===== src/rtl/ones_pattern_pkg.sv =====
// rtl/ones_pattern_pkg.sv - FSM state type and word helpers for the ones pattern generator
package ones_pattern_pkg;

  typedef enum logic [1:0] {
    IDLE = 2'd0,
    RUN  = 2'd1,
    FIN  = 2'd2
  } state_e;

  function automatic int clog2(input int v);
    int r = 0;
    while ((1 << r) < v) r++;
    return r;
  endfunction

  // Smallest word with k ones; an out-of-range k yields 0.
  function automatic logic [31:0] first_word(input int k, input int width);
    if (k < 0 || k > width) return 32'd0;
    return (32'd1 << k) - 32'd1;
  endfunction

  // Largest word with k ones: the same run of ones packed against the MSB.
  function automatic logic [31:0] last_word(input int k, input int width);
    if (k < 0 || k > width) return 32'd0;
    return first_word(k, width) << (width - k);
  endfunction

endpackage


===== src/rtl/ones_count_w.sv =====
// rtl/ones_count_w.sv - parameterised combinational popcount of a WIDTH-bit word
module ones_count_w #(
  parameter int WIDTH = 8,
  parameter int CW    = $clog2(WIDTH + 1)
) (
  input  logic [WIDTH-1:0] word_i,
  output logic [CW-1:0]    count_o
);

  always_comb begin
    count_o = '0;
    for (int i = 0; i < WIDTH; i++) begin
      count_o = count_o + CW'(word_i[i]);
    end
  end

endmodule


===== src/rtl/ones_pattern_gen.sv =====
// rtl/ones_pattern_gen.sv - streams every WIDTH-bit word with exactly k ones in ascending order
// Optional sticky popcount/ordering checker: ONES_PATTERN_SELF_CHECK_EN.
module ones_pattern_gen
  import ones_pattern_pkg::*;
#(
  parameter int WIDTH = 8,
  parameter int CW    = clog2(WIDTH + 1),
  parameter int IW    = 16
) (
  input  logic             clk,
  input  logic             rst_n,
  input  logic             start,
  input  logic [CW-1:0]    k_in,
  output logic [WIDTH-1:0] pat_out,
  output logic             pat_valid,
  input  logic             pat_ready,
  output logic             pat_last,
  output logic [IW-1:0]    pat_idx,
  output logic             busy,
  output logic             done,
  output logic             err
);

  state_e            state_q, state_d;
  logic [WIDTH-1:0]  pat_q, pat_d;
  logic [IW-1:0]     idx_q, idx_d;
  logic [CW-1:0]     k_q, k_d;
  logic              err_pulse_q;

  logic              k_legal, start_ok, start_bad, accept, last_hit;
  logic [WIDTH:0]    gx, gc, gr;
  logic [WIDTH-1:0]  gnext;
  logic [4:0]        tz;

  assign k_legal   = 32'(k_in) <= WIDTH;
  assign start_ok  = (state_q == IDLE) && start && k_legal;
  assign start_bad = (state_q == IDLE) && start && !k_legal;
  assign accept    = pat_valid && pat_ready;
  assign last_hit  = pat_q == WIDTH'(last_word(int'(k_q), WIDTH));

  // Gosper's successor, one bit wider so the carry out of the top is kept.
  always_comb begin
    gx = {1'b0, pat_q};
    gc = gx & (-gx);
    gr = gx + gc;
    tz = '0;
    for (int i = WIDTH; i >= 0; i--) begin
      if (gc[i]) tz = 5'(i);
    end
    gnext = WIDTH'(((((gr ^ gx) >> 2) >> tz) | gr));
  end

  always_ff @(posedge clk or negedge rst_n) begin
    if (!rst_n) state_q <= IDLE;
    else        state_q <= state_d;
  end

  always_comb begin
    state_d = state_q;
    case (state_q)
      IDLE:    if (start_ok) state_d = RUN;
      RUN:     if (accept && last_hit) state_d = FIN;
      FIN:     state_d = IDLE;
      default: state_d = IDLE;
    endcase
  end

  always_comb begin
    pat_valid = (state_q == RUN);
    busy      = (state_q == RUN);
    done      = (state_q == FIN);
  end

  always_comb begin
    pat_d = pat_q;
    idx_d = idx_q;
    k_d   = k_q;
    if (start_ok) begin
      pat_d = WIDTH'(first_word(int'(k_in), WIDTH));
      idx_d = '0;
      k_d   = k_in;
    end else if (accept) begin
      if (!last_hit) pat_d = gnext;
      if (idx_q != '1) idx_d = idx_q + 1'b1;
    end
  end

  always_ff @(posedge clk or negedge rst_n) begin
    if (!rst_n) begin
      pat_q       <= '0;
      idx_q       <= '0;
      k_q         <= '0;
      err_pulse_q <= 1'b0;
    end else begin
      pat_q       <= pat_d;
      idx_q       <= idx_d;
      k_q         <= k_d;
      err_pulse_q <= start_bad;
    end
  end

  assign pat_out  = pat_q;
  assign pat_idx  = idx_q;
  assign pat_last = pat_valid && last_hit;

`ifdef ONES_PATTERN_SELF_CHECK_EN
  logic [CW-1:0]    pop;
  logic [WIDTH-1:0] prev_q;
  logic             have_prev_q, sticky_q, chk_bad;

  ones_count_w #(.WIDTH(WIDTH), .CW(CW)) u_pop (
    .word_i (pat_q),
    .count_o(pop)
  );

  assign chk_bad = pat_valid && ((pop != k_q) || (have_prev_q && (pat_q <= prev_q)));

  always_ff @(posedge clk or negedge rst_n) begin
    if (!rst_n) begin
      prev_q      <= '0;
      have_prev_q <= 1'b0;
      sticky_q    <= 1'b0;
    end else if (start_ok) begin
      have_prev_q <= 1'b0;
      sticky_q    <= 1'b0;
    end else begin
      sticky_q <= sticky_q | chk_bad;
      if (accept) begin
        prev_q      <= pat_q;
        have_prev_q <= 1'b1;
      end
    end
  end

  assign err = err_pulse_q | sticky_q;
`else
  assign err = err_pulse_q;
`endif

endmodule


===== config.mk =====
export PLATFORM = sky130hd
export DESIGN_NAME = ones_pattern_gen
export DESIGN_NICKNAME = d
export VERILOG_FILES = /design/src/rtl/ones_pattern_pkg.sv /design/src/rtl/ones_count_w.sv /design/src/rtl/ones_pattern_gen.sv
export SDC_FILE = /design/constraint.sdc
export NUM_CORES = 1
export LEC_CHECK = 0
export ABC_CLOCK_PERIOD_IN_PS = 6790
export CORE_UTILIZATION = 40
export CTS_CLUSTER_SIZE = 25
export DETAILED_ROUTE_END_ITERATION = 8
export PLACE_DENSITY = 0.66
export SETUP_SLACK_MARGIN = 0.3
export SYNTH_ARGS = -nofsm -noshare
export SYNTH_HDL_FRONTEND = slang
export SYNTH_SLANG_ARGS = --single-unit
export TNS_END_PERCENT = 50

===== constraint.sdc =====
create_clock -name clk -period 6.79 [get_ports clk]
set_clock_uncertainty 0.1 [all_clocks]
set_input_delay 0.679 -clock clk [delete_from_list [all_inputs] [get_ports clk]]
set_output_delay 0.679 -clock clk [all_outputs]
set_load 0.02 [all_outputs]

## Word-level counts from Yosys, hierarchy flattened

Cells that the tools add are included.

| storage, ports and cells | value |
|---|---|
| register bits | 31 |
| input port bits | 8 |
| output and inout bits | 29 |
| word-level logic and storage cells | 69 |

| cells by class | value |
|---|---|
| add/sub/neg operators | 6 |
| magnitude comparators | 3 |
| eq/ne operators | 7 |
| shifts and indexed selects | 4 |
| mux-type cells | 28 |
| bitwise operators | 3 |
| reductions and logical operators | 13 |

Operators by type and width:

| cell | count |
|---|---|
| two-way mux 32 bit | 3 |
| two-way mux 16 bit | 3 |
| two-way mux 8 bit | 6 |
| two-way mux 5 bit | 8 |
| left shift 1 x 4 -> 32 bit (first input constant) | 1 |
| left shift 32 x 32 -> 8 bit | 1 |
| subtractor 32 x 1 -> 32 bit (second input constant) | 1 |
| adder 16 x 1 -> 16 bit (second input constant) | 1 |
| != test 16 bit (second input constant) | 1 |
| adder 8 x 9 -> 9 bit | 1 |
| AND 8 x 9 -> 9 bit | 1 |
| negation 8 -> 9 bit | 1 |
| bitwise XOR 9 x 8 -> 9 bit | 1 |
| equality test 8 bit | 1 |
| greater-than comparator 4 bit (second input constant) | 2 |
| OR 8 bit | 1 |
| left shift 1 x 4 -> 8 bit (first input constant) | 1 |
| >> shifter 7 x 5 -> 8 bit | 1 |
| subtractor 8 x 1 -> 8 bit (second input constant) | 1 |
| logical AND 1 bit | 6 |
| AND reduction 2 bit | 3 |
| subtractor 4 x 4 -> 5 bit (first input constant) | 1 |
| less-or-equal comparator 4 bit (second input constant) | 1 |
| two-way mux 1 bit | 4 |
| other kinds (10) | 13 |

## Longest topological paths before layout

| depth | value |
|---|---|
| word-level depth | 16 |
| mapped depth | 15 |
| mapped depth without buffers | 14 |

## Worst setup path after synthesis

OpenSTA, ideal clock, no wires.

| path | value |
|---|---|
| kind | register to output |
| from | reg k_q[0] |
| to | out pat_last |
| arrival time | 3.272 ns |
| data required time | 6.011 ns |
| path slack | 2.739 ns |
| stages on the path, launching flop included | 14 |
| path buffers | 0 |
| cells stage by stage | dfrtp_1 > inv_1 > ha_1 > ha_1 > nand2_1 > ha_1 > and4b_1 > a311o_1 > a211oi_2 > xor2_1 > a31oi_1 > o21a_2 > nor3_2 > and2_1 |

| between the ends | value |
|---|---|
| cells in the longest elaborated chain, start to end | 8 |
| elaborated cells between the ends (all ways) | 11 |
| those cells by class | add/sub: 2; order compare: 1; eq/ne: 1; shift: 2; mux: 4; reduce/logical: 1 |

Ends and longest elaborated chain:

| element | RTL line | text |
|---|---|---|
| start, declared | ones_pattern_gen.sv:27 | `logic [CW-1:0] k_q, k_d;` |
| start signal, assigned | ones_pattern_gen.sv:97 | `k_q <= k_d;` |
| left shift 1 x 4 -> 32 bit | ones_pattern_pkg.sv:19 | `return (32'd1 << k) - 32'd1;` |
| subtractor 32 x 1 -> 32 bit | ones_pattern_pkg.sv:19 |  |
| two-way mux 32 bit | ones_pattern_pkg.sv:19 |  |
| two-way mux 32 bit | ones_pattern_pkg.sv:25 | `return first_word(k, width) << (width - k);` |
| left shift 32 x 32 -> 8 bit | ones_pattern_pkg.sv:25 |  |
| two-way mux 8 bit (*) | ones_pattern_pkg.sv:25 |  |
| equality test 8 bit (*) | ones_pattern_gen.sv:39 | `assign last_hit = pat_q == WIDTH'(last_word(int'(k_q), WIDTH));` |
| logical AND 1 bit (*) | ones_pattern_gen.sv:104 | `assign pat_last = pat_valid && last_hit;` |
| end, declared | ones_pattern_gen.sv:17 | `output logic pat_last,` |

Every way passes the cells marked *; elsewhere a longest branch is shown, timed or not. The select of a mux whose other input is x is not followed.

## Final worst setup path

Same ends and word-level chain as after synthesis.

==> flow_summary.toml <==
[floorplan]
die_x_um = 88.3
die_area_um2 = 7800
io_pins = 37
initial_core_util = 0.413
core-area_um2 = 7210
rows = 31
die_y_um = 88.3

[synth]
synth-simple-area-share = 0.302
async_reset_ff_frac = 1.00
yosysWarnings = 0
ys_ff_latch = 31
yosysUniqueCellTypes = 81
yosysSeqAreaShare = 0.260
synth.avg_cell_area_um2 = 8.10
synth-main-ff-cell = "dfrtp_1"
synth_nets = 385
synthAdderAreaFrac = 0.0378
synth_edf_count = 0
synth_top_family_by_area = "simple AND/OR/NAND/NOR gates"
synth.area.mux_share = 0.0189
synth_area_um2 = 2980
synth-xor-area-share = 0.0559
synth_compound_area_frac = 0.271
synthesis.instances = 368

[cells_and_area]
finalNonFillerCells = 491
fill_cells = 709
antenna_cells = 0
fin_nets = 409
synthToLayoutAreaGrowth_pct = 16.3
drive_above_1_share = 0.0842
final_util = 0.480

[sta]
hold_viol = 0
slew_violations = 0
period_minus_slack_ps = 5670
fin_crit_sh = 0.835
slew_headroom = 0.542
max_freq_mhz = 176
setup_violations = 0
rsz0062_at_grt = "false"
worst_pin_slew_ps = 687
tns_ps = 0

[worst_setup_path]
start_kind = "flip-flop"
r2r_start = "k_q[0]"
critical_path_class = "flip-flop to output pin"
r2r-end = "pat_out[5]"
cp.required_ps = 6010
end_kind = "output pin"
cp_max_fo = 20
rr_worst_depth = 13
reg2reg_setup_slack_ps = 2220
cp.arrival_ps = 4890

[run_status]
outcome = "completed"

[placed_design]
finalWeightedCongestion = 0.946
dp_cells = 484
io_buffer_count = 36
dp_hpwl_mm = 5.91

[clock_network]
path_clk_slew_ps = 60
clkLatencyLatePin_ps = 280
post_cts_buffers = 0
cts_resized = 0
htree_levels = 2
cts_hold_buffers = 0
cts.sinks = 31
cts_buffer_depth = 2
cts_buffers = 5
cts_tree = "done"
cts-root-buf = "clkbuf_8"

[min_path]
whs_endpoint = "pat_idx[10]"
hold_path.class = "flip-flop to flip-flop"
hold_path_startpoint = "pat_idx[10]"
hold_depth = 2

[detailed_routing]
postRouteAntennaNets = 0
num_vias = 3013
drt-total-wl_mm = 8.20
drcViolationCount = 0
drt_iter0_markers = 316
wire_per_inst_um = 16.7
dr.pass1.iters = 5
viasPerCell = 6.14

[power]
vdd_drop_max_mv = 0.209
p_per_area_nw_per_um2 = 500
p_leak_nw = 1.34

[global_routing]
grt_pass1_wl_mm = 13.5
grt_pass1_vias = 2716
grt_use_total = 0.221
grt_max_degree = 32
overflow = 0
antenna_found_initial = 0

[run]
max_cap_viol_count = 0
[sequential cells by signal, summed over array words and instances (netlist names)]
register	cells
pat_idx	16
k_q	4
state_q	2
pat_out	8
err	1
[cell usage in the layout (no fill, tap or decap), types with 9 or more instances in the layout]
cell type        instances
xor2_1                  12
nor2_1                  40
nand2_1                 30
o21ai_0                 19
a21oi_1                 18
nand3_1                 13
ha_1                     9
inv_1                   14
nand2b_1                 9
dfrtp_1                 31
nand4_1                  9
clkdlybuf4s50_1         36
[routing by layer]
metal  up-vias  routed length [µm]  GRT usage
met1      1428                3770      0.302
met5         -                   0          0
li1       1427                   -          -
met4         0                 173     0.0909
met2       136                3690      0.346
met3        22                 571     0.0382
[cell usage after synthesis (3+ instances only)]
library cell	number	area [µm²]
nor4_1	3	18.8
clkbuf_1	14	52.6
a21o_1	5	37.5
nand3b_1	3	22.5
nor3b_1	3	22.5
a41oi_1	3	26.3
a221oi_1	3	26.3
o221ai_1	3	26.3
o31ai_1	6	45.0
nor2_1	40	150
nand4_1	9	56.3
nand2_1	30	113
a31oi_1	4	25.0
nor3_1	5	25.0
a211oi_1	6	45.0
nand3_1	13	65.1
mux2i_1	3	30.0
ha_1	9	113
xor2_1	12	105
nor2b_1	8	50.1
nand2b_1	9	56.3
nor4bb_1	3	30.0
a21oi_1	18	90.1
buf_2	5	25.0
inv_1	14	52.6
o21ai_0	19	95.1
and3_1	4	25.0
dfrtp_1	31	776
and2_1	3	18.8
or3_1	6	37.5
xnor2_1	7	61.3
[worst max-delay path, cell delays in order, from the launching register on]
cell	delay [ps]
dfrtp_1	730
inv_1	290
ha_1	350
ha_1	280
nand2_1	100
ha_1	300
or3b_2	470
o221ai_1	270
o2111ai_1	190
mux2i_1	310
nand4_4	170
nor3_2	330
and2_1	190
clkdlybuf4s50_1	610
[how the worst max path moves through the flow]
stage                start  cells past startpoint       end
floorplan           k_q[0]                     13  pat_last
global placement    k_q[0]                     14  pat_last
detailed placement  k_q[0]                     14  pat_last
CTS                 k_q[0]                     13  pat_last
global route        k_q[0]                     13  pat_last
finish              k_q[0]                     13  pat_last
[layout make-up]
cell class                      count  area [µm²]  share of cell area
Multi-Input combinational cell    301        2040               0.590
Clock buffer                        6        82.6              0.0238
Tap cell                           99         124              0.0357
Clock inverter                      1        5.00             0.00144
Timing Repair Buffer               39         383               0.110
Sequential cell                    31         776               0.224
Inverter                           14        52.6              0.0152
[where the power goes]
group          internal, mW  switching [mW]
clock network        0.0794          0.0693
registers             0.235           0.161
logic                 0.502           0.687
total                 0.816           0.917
[cells by family (layout without fill, tap and decap cells)]
group,count (synthesis),count (layout)
simple gates,161,161
compound gates,107,107
buf+inv,36,60
flops,31,31
xor+xnor,19,19
fa+ha+maj,9,9
mux,5,5
[stage by stage]
step,area [µm²],hold slack (ps),power (mW),setup slack (ps)
2_1_floorplan,2980,283,1.27,2740
3_3_place_gp,3380,441,1.55,1700
3_5_place_dp,3380,453,1.56,1520
4_1_cts,3470,472,1.72,1170
5_1_grt,3470,501,1.88,741
6_report,3470,468,1.73,1120
Power figures use the tool's default switching activity.
